### src/rtl/seq_pattern_detector.sv
// Serial bit-pattern detector with runtime-loadable pattern and don't-care mask.
// Registered one-cycle match pulse and saturating match counter.
module seq_pattern_detector #(
    parameter int unsigned    LEN     = 3,
    parameter logic [LEN-1:0] PATTERN = 3'b110,
    parameter bit             OVERLAP = 1'b1,
    parameter int unsigned    CNT_W   = 8
) (
    input  logic             clk,
    input  logic             reset,
    input  logic             en,
    input  logic             a,
    input  logic             pat_load,
    input  logic [LEN-1:0]   pat_in,
    input  logic [LEN-1:0]   mask_in,
    input  logic             clr_cnt,
    output logic             w,
    output logic [CNT_W-1:0] match_cnt
);

    localparam int unsigned    FW   = $clog2(LEN + 1);
    localparam logic [FW-1:0]  FULL = FW'(LEN);
    localparam logic [FW-1:0]  ARM  = FW'(LEN - 1);

    logic [LEN-1:0]   hist_q, hist_d;
    logic [LEN-1:0]   pat_q, pat_d;
    logic [LEN-1:0]   mask_q, mask_d;
    logic [FW-1:0]    fill_q, fill_d;
    logic             w_q, w_d;
    logic [CNT_W-1:0] cnt_q, cnt_d;
    logic [LEN-1:0]   nxt;
    logic             armed;
    logic             hit;

    assign nxt   = {hist_q[LEN-2:0], a};
    assign armed = (fill_q >= ARM);
    // A load cycle never samples a, so it can never produce a hit.
    assign hit   = en && !pat_load && armed &&
                   (((nxt ^ pat_q) & mask_q) == '0);

    always_comb begin
        hist_d = hist_q;
        pat_d  = pat_q;
        mask_d = mask_q;
        fill_d = fill_q;
        w_d    = 1'b0;
        cnt_d  = cnt_q;
        if (pat_load) begin
            pat_d  = pat_in;
            mask_d = mask_in;
            fill_d = '0;
        end else if (en) begin
            hist_d = nxt;
            w_d    = hit;
            fill_d = (fill_q == FULL) ? FULL : fill_q + FW'(1);
            if (hit && !OVERLAP) begin
                fill_d = '0;
            end
        end
        if (clr_cnt) begin
            cnt_d = '0;
        end else if (hit && (cnt_q != '1)) begin
            cnt_d = cnt_q + CNT_W'(1);
        end
    end

    always_ff @(posedge clk or negedge reset) begin
        if (!reset) begin
            hist_q <= '0;
            pat_q  <= PATTERN;
            mask_q <= '1;
            fill_q <= '0;
            w_q    <= 1'b0;
            cnt_q  <= '0;
        end else begin
            hist_q <= hist_d;
            pat_q  <= pat_d;
            mask_q <= mask_d;
            fill_q <= fill_d;
            w_q    <= w_d;
            cnt_q  <= cnt_d;
        end
    end

    assign w         = w_q;
    assign match_cnt = cnt_q;

endmodule

### config.mk
export PLATFORM = sky130hd
export DESIGN_NAME = seq_pattern_detector
export DESIGN_NICKNAME = d
export VERILOG_FILES = /design/src/rtl/seq_pattern_detector.sv
export SDC_FILE = /design/constraint.sdc
export NUM_CORES = 1
export LEC_CHECK = 0
export BUFFER_PORTS_ARGS = -buffer_cell sky130_fd_sc_hd__buf_2
export CAP_MARGIN = 20
export CORE_MARGIN = 4
export CORE_UTILIZATION = 55
export CTS_CLUSTER_SIZE = 8
export DETAILED_ROUTE_END_ITERATION = 16
export GPL_TIMING_DRIVEN = 0
export PLACE_DENSITY = 0.89
export SLEW_MARGIN = 20
export SYNTH_ARGS = -nofsm -noshare
export SYNTH_HDL_FRONTEND = slang
export SYNTH_SLANG_ARGS = --single-unit
export TNS_END_PERCENT = 20
### constraint.sdc
create_clock -name clk -period 3.1 [get_ports clk]
set_input_delay 0.155 -clock clk [delete_from_list [all_inputs] [get_ports clk]]
set_output_delay 0.155 -clock clk [all_outputs]
set_load 0.03 [all_outputs]
# Word-level counts from Yosys, hierarchy flattened
# Cells that the tools add are included.
# W data, S select, Z words.
[totals]
ff_bits = 19
input_bits = 12
output_inout_bits = 9
wordCells = 30
[op_classes]
add_sub_neg = 2
n_lt_le_gt_ge = 1
n_eq_ne = 2
mux = 7
bitwise = 3
reduce_logical = 9
[ops]
columns = ["op", "count"]
rows = [
  ["$mux W8", 2],
  ["$add A8 B1 Y8 const B", 1],
  ["$ne A8 B8 Y1 const B", 1],
  ["$mux W2", 3],
  ["$logic_and A1 B1 Y1", 4],
  ["$reduce_bool A2 Y1", 2],
  ["$and A3 B3 Y3", 1],
  ["$logic_not A3 Y1", 1],
  ["$xor A3 B3 Y3", 1],
  ["$add A2 B1 Y2 const B", 1],
  ["$eq A2 B2 Y1 const B", 1],
  ["$ge A2 B2 Y1 const B", 1],
  ["$mux W1", 2],
  ["$reduce_and A2 Y1", 1],
  ["$logic_not A1 Y1", 1],
  ["$not A1 Y1", 1],
]

# Longest topological paths before layout
# Gate-level depths: netlist (run 1).
[logic_depth]
depth_word = 7
mapped_depth = 6
depth_no_buf = 5

# Worst setup path before layout (run 1)
# Ideal clock, no wire load.
[synth_timing]
kind = "reg-to-reg"
startpoint = "register cnt_q[0], in the netlist match_cnt[0]"
endpoint = "register cnt_q[7], in the netlist match_cnt[7]"
arrival_ps = 1661
required_time_ps = 3023
setup_slack_ps = 1362
path_stages_with_launch = 6
path_buffers = 0
synth_period_minus_slack_ps = 1738
path_cell_list = "dfrtp_1 -> ha_1 -> nand4_1 -> nand3_4 -> or4_1 -> a21oi_1"
[synth_via]
elab_chain_cells = 3
word_cells_on_any_way = 6
classes_between = "add/sub: 1; eq/ne: 1; mux: 2; reduce/logical: 2"
[synth_rtl]
columns = ["item", "line_no", "rtl"]
rows = [
  ["from (decl)", "30", "logic [CNT_W-1:0] cnt_q, cnt_d;"],
  ["from (signal assigned)", "81", "cnt_q <= cnt_d;"],
  ["$add A8 B1 Y8 or $ne A8 B8 Y1 (tied branches)", "63, 62", ""],
  ["$mux W8 or $logic_and A1 B1 Y1 (tied branches)", "62", "end else if (hit && (cnt_q != '1)) begin"],
  ["$mux W8 or $reduce_bool A2 Y1 (tied branches)", "n/a", ""],
]
# Parallel ways exist; a longest one is shown, timed or not. The select of a mux whose other input is x is not followed.
# A chain may end at the register's enable or synchronous reset.

# Worst setup path after layout (run 1)
[layout_timing]
startpoint = "register pat_q[2]"
endpoint = "register cnt_q[7], in the netlist match_cnt[7]"
[layout_via]
elab_chain_cells = 6
[layout_rtl]
columns = ["item", "line_no", "rtl"]
rows = [
  ["from (decl)", "26", "logic [LEN-1:0] pat_q, pat_d;"],
  ["from (signal assigned)", "77", "pat_q <= pat_d;"],
  ["$xor A3 B3 Y3", "39", "(((nxt ^ pat_q) & mask_q) == '0);"],
  ["$and A3 B3 Y3", "39", ""],
  ["$logic_not A3 Y1", "39", ""],
  ["$logic_and A1 B1 Y1", "38", "assign hit = en && !pat_load && armed &&"],
  ["$logic_and A1 B1 Y1", "62", ""],
  ["$reduce_bool A2 Y1 (no line)", "n/a", ""],
]
# Every way passes these cells.

==> out/results.ini, run 1 <==
[run_status]
outcome=completed

[setup_path]
cp-endpoint=match_cnt[7]$_DFFE_PN0P_
worst_setup_path_start_kind=flop
critPathSlowestCell=dfstp_2
worst_ep_required_time_ns=3.33
arrival_ns=2.03
reg2reg_to=match_cnt[7]$_DFFE_PN0P_
crit_chain=xor2_1 > a211oi_4 > nand3_4 > or4_1 > a21oi_1
crit_fanout=10
critPathKind=flop to flop
timing.rr.start=pat_q[2]$_DFFE_PN1P_
end_kind=flop
startpoint=pat_q[2]$_DFFE_PN1P_
cpPeakStageDelay_ns=0.55
reg2reg_depth=5
r2r_setup_slack_ns=1.30

[die]
core_um2=1560
die_w_um=49.3
pin_count=21
fp.dieH_um=49.3
start_util_pct=60.1
row_count=14
dieArea_um2=2430

[logic_synthesis]
synth-seq-area-share_pct=51.4
syn_area_um2=937
ys_ff_latch=19
synth_area_leader_cell=dfrtp_1
syn_avg_cell_area_um2=12.3
syn_nets=89
syn-instance-count=76
synth_warnings=0
synth_edf_count=0
synth_area_leaders=dfrtp_1 (37%), dfstp_2 (14%), mux2_2 (11%), xor2_1 (3.7%), a21oi_1 (2.7%)
yosysUniqueCellTypes=30
netlist.area_leader.share_pct=37.4
synth_flop_cell=dfrtp_1
async_flop_share_pct=100

[clocking]
cts_setup_buffers=0
clk_latency_ns=0.29
ctsResizeCount=0
clockBufferDepth=2
htreeDepth=1
cts_root_buf=clkbuf_4
cts_buffers=3
cts_tree=done
path_clk_slew_ns=0.10
clock-sinks=19

[sta]
timing.hold.ws_ns=0.0770
setup_violations=0
fmax_mhz=555
clock_skew_ns=0.0106
setup_tns_ns=0
rsz0062_at_grt=no
slew_violations=0
finalCriticalPeriod_ns=1.80
hold_violations=0
tightest_slew_ns=0.398
slew_headroom_pct=73.4
period_share_pct=58.1

[finish]
layout_common_cells=buf_2 (19), dfrtp_1 (14), mux2_2 (9), a21oi_1 (5), dfstp_2 (5)
stdcell_area_um2=1080
nNetsFinal=113
fillCellCount=118
multi_input_area_um2=435
diodes=0
drive_above_1_share_pct=42.4
syn2layout_area_growth_pct=15.6
stdcell_count=115
final_common_cell=buf_2
ff_latch_area_um2=482

[detailed_routing]
drc=0
drtAntennaViolNets=0
vias=675
dr_wl_met2_um=909
first_iter_violations=6
post_drt_wl_per_cell_um=15.8
wl_met1_um=778
wl_met3_um=77
viasPerCell=5.87
drtPass1Iterations=4
routed_wl_um=1820
top_layer=met4

[power]
ir_worst_vdd_mv=0.341
total_leakage_power_uw=0.000518
power.density_nw_per_um2=427

[global_route]
grt_pass1_wl_um=3200
grt_max_degree=20
grt_pass1_vias=720
grt-ovfl-total=0
grt_usage_pct=17.1
antenna_found_initial=0

[placement]
dp_hpwl_um=1380
placed_area_um2=1050
io_buffer_count=18
place_congestion=0.722
dpl.cell_count=110

[min_path]
hold_class=primary input to flop

[flow_run]
cap_violations=0

## report_power, final
part | leakage, uW | switching, uW | internal [uW]
Combinational | 0.000263 | 32.3 | 30.5
Sequential | 0.000240 | 12.9 | 268
Clock | 0.0000150 | 69.1 | 50.0
Total | 0.000518 | 114 | 349
## critical path, delay by kind of cell, from the launching register on
kind / cells / cell delay [ns]
AO/OA/AOI/OAI: 2 / 0.44
XOR/XNOR: 1 / 0.09
flip-flops: 1 / 0.55
AND/OR/NAND/NOR: 2 / 0.66
## logic make-up (layout without fill, tap and decap cells)
| kind of cell | count (synthesis) | after routing | share of synthesized area [%] |
|---|---|---|---|
| compound gates | 15 | 15 | 13.0 |
| flops | 19 | 19 | 51.4 |
| simple gates | 24 | 24 | 16.6 |
| xor+xnor | 4 | 4 | 3.74 |
| mux | 10 | 10 | 11.9 |
| fa+ha+maj | 1 | 1 | 1.33 |
| buf+inv | 3 | 26 | 2.14 |
## routing by layer
layer	up-vias	track usage, %
met5	-	0
met4	0	9.00
met3	7	3.06
met2	17	30.1
met1	326	19.5
li1	325	-
## final cells by class
cell class | count | share of cell area, %
repair buffers | 19 | 9.24
well taps | 16 | 1.85
multi-input cells | 54 | 40.2
flip-flops and latches | 19 | 44.5
plain buffers | 2 | 1.50
inverters | 1 | 0.346
clock buffers | 4 | 2.42
## how the worst min path moves through the flow
stage | end | depth (start not counted) | start
6_report | fill_q[1]$_DFFE_PN0P_ | 2 | pat_load
2_1_floorplan | fill_q[0]$_DFFE_PN0P_ | 0 | reset
3_3_place_gp | fill_q[1]$_DFFE_PN0P_ | 1 | reset
3_5_place_dp | hist_q[1]$_DFFE_PN0P_ | 1 | reset
5_1_grt | fill_q[1]$_DFFE_PN0P_ | 2 | pat_load
4_1_cts | fill_q[1]$_DFFE_PN0P_ | 2 | pat_load
## synthesized netlist by cell type, drive strengths merged, types with 2 or more instances
cell	n
and2	2
buf	2
o31ai	2
or4	3
a21oi	5
and3	3
nor2	4
dfrtp	14
xor2	4
nand3	4
o21ai	2
mux2	9
dfstp	5
nand4	2
nor2b	2
nand2	2
## timing repair
item | CTS | global route
endpoints found under the setup margin | 0 | 0
endpoints found under the hold margin | 14 | 0
hold buffers | 1 | 0
## registers in the layout, summed over array words and instances, names as in the netlist
name / flops
fill_q: 2
mask_q: 3
pat_q: 3
hist_q: 2
w: 1
match_cnt: 8
## per-stage QoR
stage | power [uW] | worst slack [ns] | utilization, %
floorplan | 327 | 1.36 | -
CTS | 471 | 1.28 | 69.5
global placement | 342 | 1.33 | 67.2
detailed placement | 349 | 1.30 | 67.2
global route | 489 | 1.17 | 69.5
finish | 463 | 1.30 | 69.5
(Power assumes the default switching activity.)
==> run 2: changes to the inputs <==
CORE_UTILIZATION = 51   (was 55)
PLACE_DENSITY = 0.84   (was 0.89)
clock period = 1.71 ns   (was 3.1 ns; I/O delays follow)
==> out/results.ini, run 2 (synthesis results as in run 1) <==
[run_status]
outcome=complete, but fails checks
violations=setup timing

[setup_path]
arrival_ns=1.93
r2r_setup_slack_ns=-0.03
crit_fanout=4
reg2reg_to=match_cnt[2]$_DFFE_PN0P_
worst_ep_required_time_ns=1.90
reg2reg_depth=5
worst_setup_path_start_kind=flop
crit_chain=xor2_2 > a211oi_4 > and2_4 > and3_1 > mux2_2
end_kind=flop
timing.rr.start=pat_q[2]$_DFFE_PN1P_
critPathSlowestCell=dfstp_2
critPathKind=flop to flop
cpPeakStageDelay_ns=0.57

[clocking]
clock-sinks=19
htreeDepth=1
clockBufferDepth=2
cts_tree=done
cts_buffers=3
path_clk_slew_ns=0.11
clk_latency_ns=0.29
cts_root_buf=clkbuf_4

[finish]
stdcell_area_um2=1150
largest_reg_flops=8
final_common_cell=buf_2
layout_common_cells=buf_2 (19), dfrtp_1 (13), mux2_2 (9), dfstp_2 (5), nor2_1 (4)
ff_latch_area_um2=483
diodes=0
final_core_util_pct=66.9
drive_above_1_share_pct=50.0
fillCellCount=148
multi_input_area_um2=465
syn2layout_area_growth_pct=23.2
nNetsFinal=116

[power]
power.density_nw_per_um2=732
p_switching_uw=208
power_frac_comb_pct=13.9
p_int_uw=637
total_leakage_power_uw=0.000536
power_frac_clock_pct=25.5
ir_worst_vdd_mv=0.442
swShare_pct=24.6
seq_power_share_pct=60.6

[die]
start_util_pct=54.3
fp.dieH_um=50.9
die_w_um=50.9
row_count=15
pin_count=21
dieArea_um2=2590
core_um2=1730

[sta]
tightest_slew_ns=0.407
slew_headroom_pct=72.9
setup_slack_ns=-0.0328
clock_skew_ns=0.0122
fmax_mhz=574
rsz0062_at_grt=yes
setup_violations=4
period_share_pct=102
slew_violations=0
finalCriticalPeriod_ns=1.74
hold_violations=0

[detailed_routing]
post_drt_wl_per_cell_um=13.5
drc=0
drtAntennaViolNets=0
viasPerCell=5.35
first_iter_violations=17
drtPass1Iterations=4
routed_wl_um=1720
vias=680

[min_path]
holdPathStages=2
hold_class=primary input to flop
min_from=pat_in[2]
hold_end=pat_q[2]$_DFFE_PN1P_

[flow_run]
cap_violations=0

[placement]
placed_area_um2=1060
io_buffer_count=18
dp_hpwl_um=1280
dp_slack_ns=-0.0967
place_congestion=0.749

[global_route]
grt_usage_pct=16.3
grt_max_degree=20
grt_pass1_vias=721
use_met2_pct=28.0
met1_usage_pct=20.2
grt_pass1_wl_um=3240
antenna_found_initial=0
grt-ovfl-total=0
grt-busiest-layer=met2
grtUsageMet3_pct=3.79

[run 2: worst max-delay path, delay by kind of cell (launching register included)]
kind            cells  cell delay, ns
compound gates      1            0.30
flops               1            0.57
xor+xnor            1            0.09
mux                 1            0.32
simple gates        2            0.36
[run 2: repair_timing]
action	4_1_cts	5_1_grt
hold buffers	2	0
setup endpoints to repair	4	5
setup buffers	2	0
endpoints found under the hold margin	15	0
pin swaps	5	5
resized for setup	1	7
[run 2: cell type report]
type | instances | area share [%]
clock buffers | 4 | 2.28
inverters | 1 | 0.325
flip-flops and latches | 19 | 41.8
repair buffers | 22 | 11.2
multi-input cells | 54 | 40.3
plain buffers | 2 | 1.41
well taps | 25 | 2.71
[run 2: worst max-delay path by stage]
stage | from | endpoint | slack [ns]
after detailed placement | pat_q[2]$_DFFE_PN1P_ | match_cnt[7]$_DFFE_PN0P_ | -0.1
after global routing | pat_q[2]$_DFFE_PN1P_ | match_cnt[3]$_DFFE_PN0P_ | -0.13
final | pat_q[2]$_DFFE_PN1P_ | match_cnt[2]$_DFFE_PN0P_ | -0.03
after floorplan | match_cnt[1]$_DFFE_PN0P_ | match_cnt[7]$_DFFE_PN0P_ | 0.001
after CTS | pat_q[2]$_DFFE_PN1P_ | match_cnt[3]$_DFFE_PN0P_ | -0.02
after global placement | pat_q[2]$_DFFE_PN1P_ | match_cnt[7]$_DFFE_PN0P_ | -0.07
[run 2: metal layers]
metal	vias to the layer above	part of all wire, %	wire, um
met4	0	0	0
met2	15	53	910
li1	330	-	-
met5	-	0	0
met1	335	42	720
met3	0	5.1	87
[run 2: power by group through the flow]
stage	Clock, uW	Sequential, uW	Combinational [uW]
after global routing	253	518	129
after CTS	227	510	118
after global placement	0	515	106
after floorplan	0	514	78.2
final	215	512	118
after detailed placement	0	518	111
[run 2: metrics by stage]
| stage | setup TNS, ns | total power (uW) | std cells | hold WS, ns |
|---|---|---|---|---|
| global placement | -0.0877 | 622 | 119 | 0.0397 |
| CTS | -0.0264 | 854 | 127 | 0.0131 |
| finish | -0.0736 | 845 | 127 | 0.0213 |
| floorplan | 0 | 592 | 76 | -0.210 |
| global route | -0.502 | 900 | 127 | 0.00833 |
| detailed placement | -0.172 | 630 | 119 | 0.0420 |
==> run 3: changes to the inputs <==
GPL_TIMING_DRIVEN = unset   (was 0)
==> out/results.ini, run 3 (synthesis results as in run 1) <==
[sta]
hold_violations=0
setup_tns_ns=0
period_share_pct=98.9
fmax_mhz=591
slew_violations=0
slew_headroom_pct=72.4
tightest_slew_ns=0.414
finalCriticalPeriod_ns=1.69
clock_skew_ns=0.00564
rsz0062_at_grt=yes
setup_violations=0
timing.hold.ws_ns=0.0175

[die]
start_util_pct=54.3
pin_count=21
fp.dieH_um=50.9
row_count=15
die_w_um=50.9
dieArea_um2=2590
core_um2=1730

[clocking]
clock-sinks=19
cts_setup_buffers=0
clk_latency_ns=0.29
cts_tree=done
cts_buffers=3
path_clk_slew_ns=0.11
htreeDepth=1
cts_root_buf=clkbuf_4
clockBufferDepth=2

[setup_path]
critPathKind=flop to flop
reg2reg_to=match_cnt[2]$_DFFE_PN0P_
arrival_ns=1.87
reg2reg_depth=5
timing.rr.start=pat_q[2]$_DFFE_PN1P_
r2r_setup_slack_ns=0.02
worst_setup_path_start_kind=flop
crit_fanout=2
end_kind=flop
worst_ep_required_time_ns=1.89

[power]
total_leakage_power_uw=0.000548
seq_power_share_pct=60.4
power.density_nw_per_um2=738
power_frac_comb_pct=13.4
ir_worst_vdd_mv=0.455
p_switching_uw=214
swShare_pct=25.3
power_frac_clock_pct=26.2
p_int_uw=632

[run_status]
outcome=completed

[finish]
final_common_cell=buf_2
layout_common_cells=buf_2 (20), dfrtp_1 (13), mux2_2 (9)
diodes=0
largest_reg_flops=8
fillCellCount=141
nNetsFinal=119
syn2layout_area_growth_pct=22.3
drive_above_1_share_pct=47.6

[detailed_routing]
vias=670
routed_wl_um=1710
drtAntennaViolNets=0
drtPass1Iterations=4
drc=0
viasPerCell=5.15
first_iter_violations=7
post_drt_wl_per_cell_um=13.2

[global_route]
grt_usage_pct=15.0
grt-ovfl-total=0
grt_pass1_wl_um=2960
grt_max_degree=20
grt_pass1_vias=723
antenna_found_initial=0

[min_path]
hold_class=primary input to flop
holdPathStages=2
hold_end=mask_q[0]$_DFFE_PN1P_
min_from=mask_in[0]

[placement]
dp_hpwl_um=1290
place_congestion=0.829
io_buffer_count=20

[flow_run]
cap_violations=0

## run 3: metrics by stage
| stage | instances | area (um^2) | utilization [%] | worst slack (ns) | power (uW) |
|---|---|---|---|---|---|
| final | 130 | 1150 | 66.4 | 0.0180 | 846 |
| after global routing | 130 | 1150 | 66.4 | -0.0607 | 898 |
| after CTS | 129 | 1140 | 65.8 | 0.00188 | 862 |
| after detailed placement | 124 | 1090 | 63.2 | -0.0502 | 628 |
| after global placement | 124 | 1090 | 63.2 | -0.00397 | 623 |
| after floorplan | 76 | 938 | - | 0.00102 | 592 |
## run 3: power by group through the flow
stage | Clock [uW] | Sequential, uW | Combinational, uW
2_1_floorplan | 0 | 514 | 78.2
3_3_place_gp | 0 | 516 | 107
3_5_place_dp | 0 | 517 | 110
4_1_cts | 235 | 512 | 115
5_1_grt | 257 | 514 | 126
6_report | 221 | 511 | 114
## run 3: worst max path at each step
stage	from	endpoint	slack [ns]	depth (start not counted)
after floorplan	match_cnt[1]$_DFFE_PN0P_	match_cnt[7]$_DFFE_PN0P_	0.001	5
final	pat_q[2]$_DFFE_PN1P_	match_cnt[2]$_DFFE_PN0P_	0.02	5
after global routing	pat_q[2]$_DFFE_PN1P_	match_cnt[2]$_DFFE_PN0P_	-0.06	5
after CTS	pat_q[2]$_DFFE_PN1P_	match_cnt[2]$_DFFE_PN0P_	0.002	5
after detailed placement	pat_q[2]$_DFFE_PN1P_	match_cnt[7]$_DFFE_PN0P_	-0.05	5
after global placement	pat_q[2]$_DFFE_PN1P_	match_cnt[7]$_DFFE_PN0P_	-0.004	5
## run 3: what timing repair did
| action | in CTS | in global routing |
|---|---|---|
| hold buffers | 1 | 1 |
| resized for setup | 1 | 0 |
| pin swaps | 4 | 0 |
| endpoints found under the hold margin | 14 | 1 |
| endpoints found under the setup margin | 4 | 4 |
## run 3: area by class of cell
cell class	instances	area, um^2	share of cell area (%)
Clock buffer	3	22.5	1.97
Clock inverter	1	5.00	0.437
Inverter	1	3.75	0.328
Multi-Input combinational cell	54	443	38.6
Sequential cell	19	483	42.1
Tap cell	25	31.3	2.73
Timing Repair Buffer	27	158	13.8
## run 3: metal layers
layer  GRT usage, %  wire (um)  vias up
li1               -          -      334
met1           19.0        816      319
met2           25.7        838       15
met3           2.62         49        2
met4           5.38          6        0
met5              0          0        -
## run 3: critical path: stages, from the launching register on
cell and delay (ns):
dfstp_2 0.57, xor2_2 0.08, a211oi_4 0.26, and2_2 0.19
and3_1 0.15, mux2_2 0.32
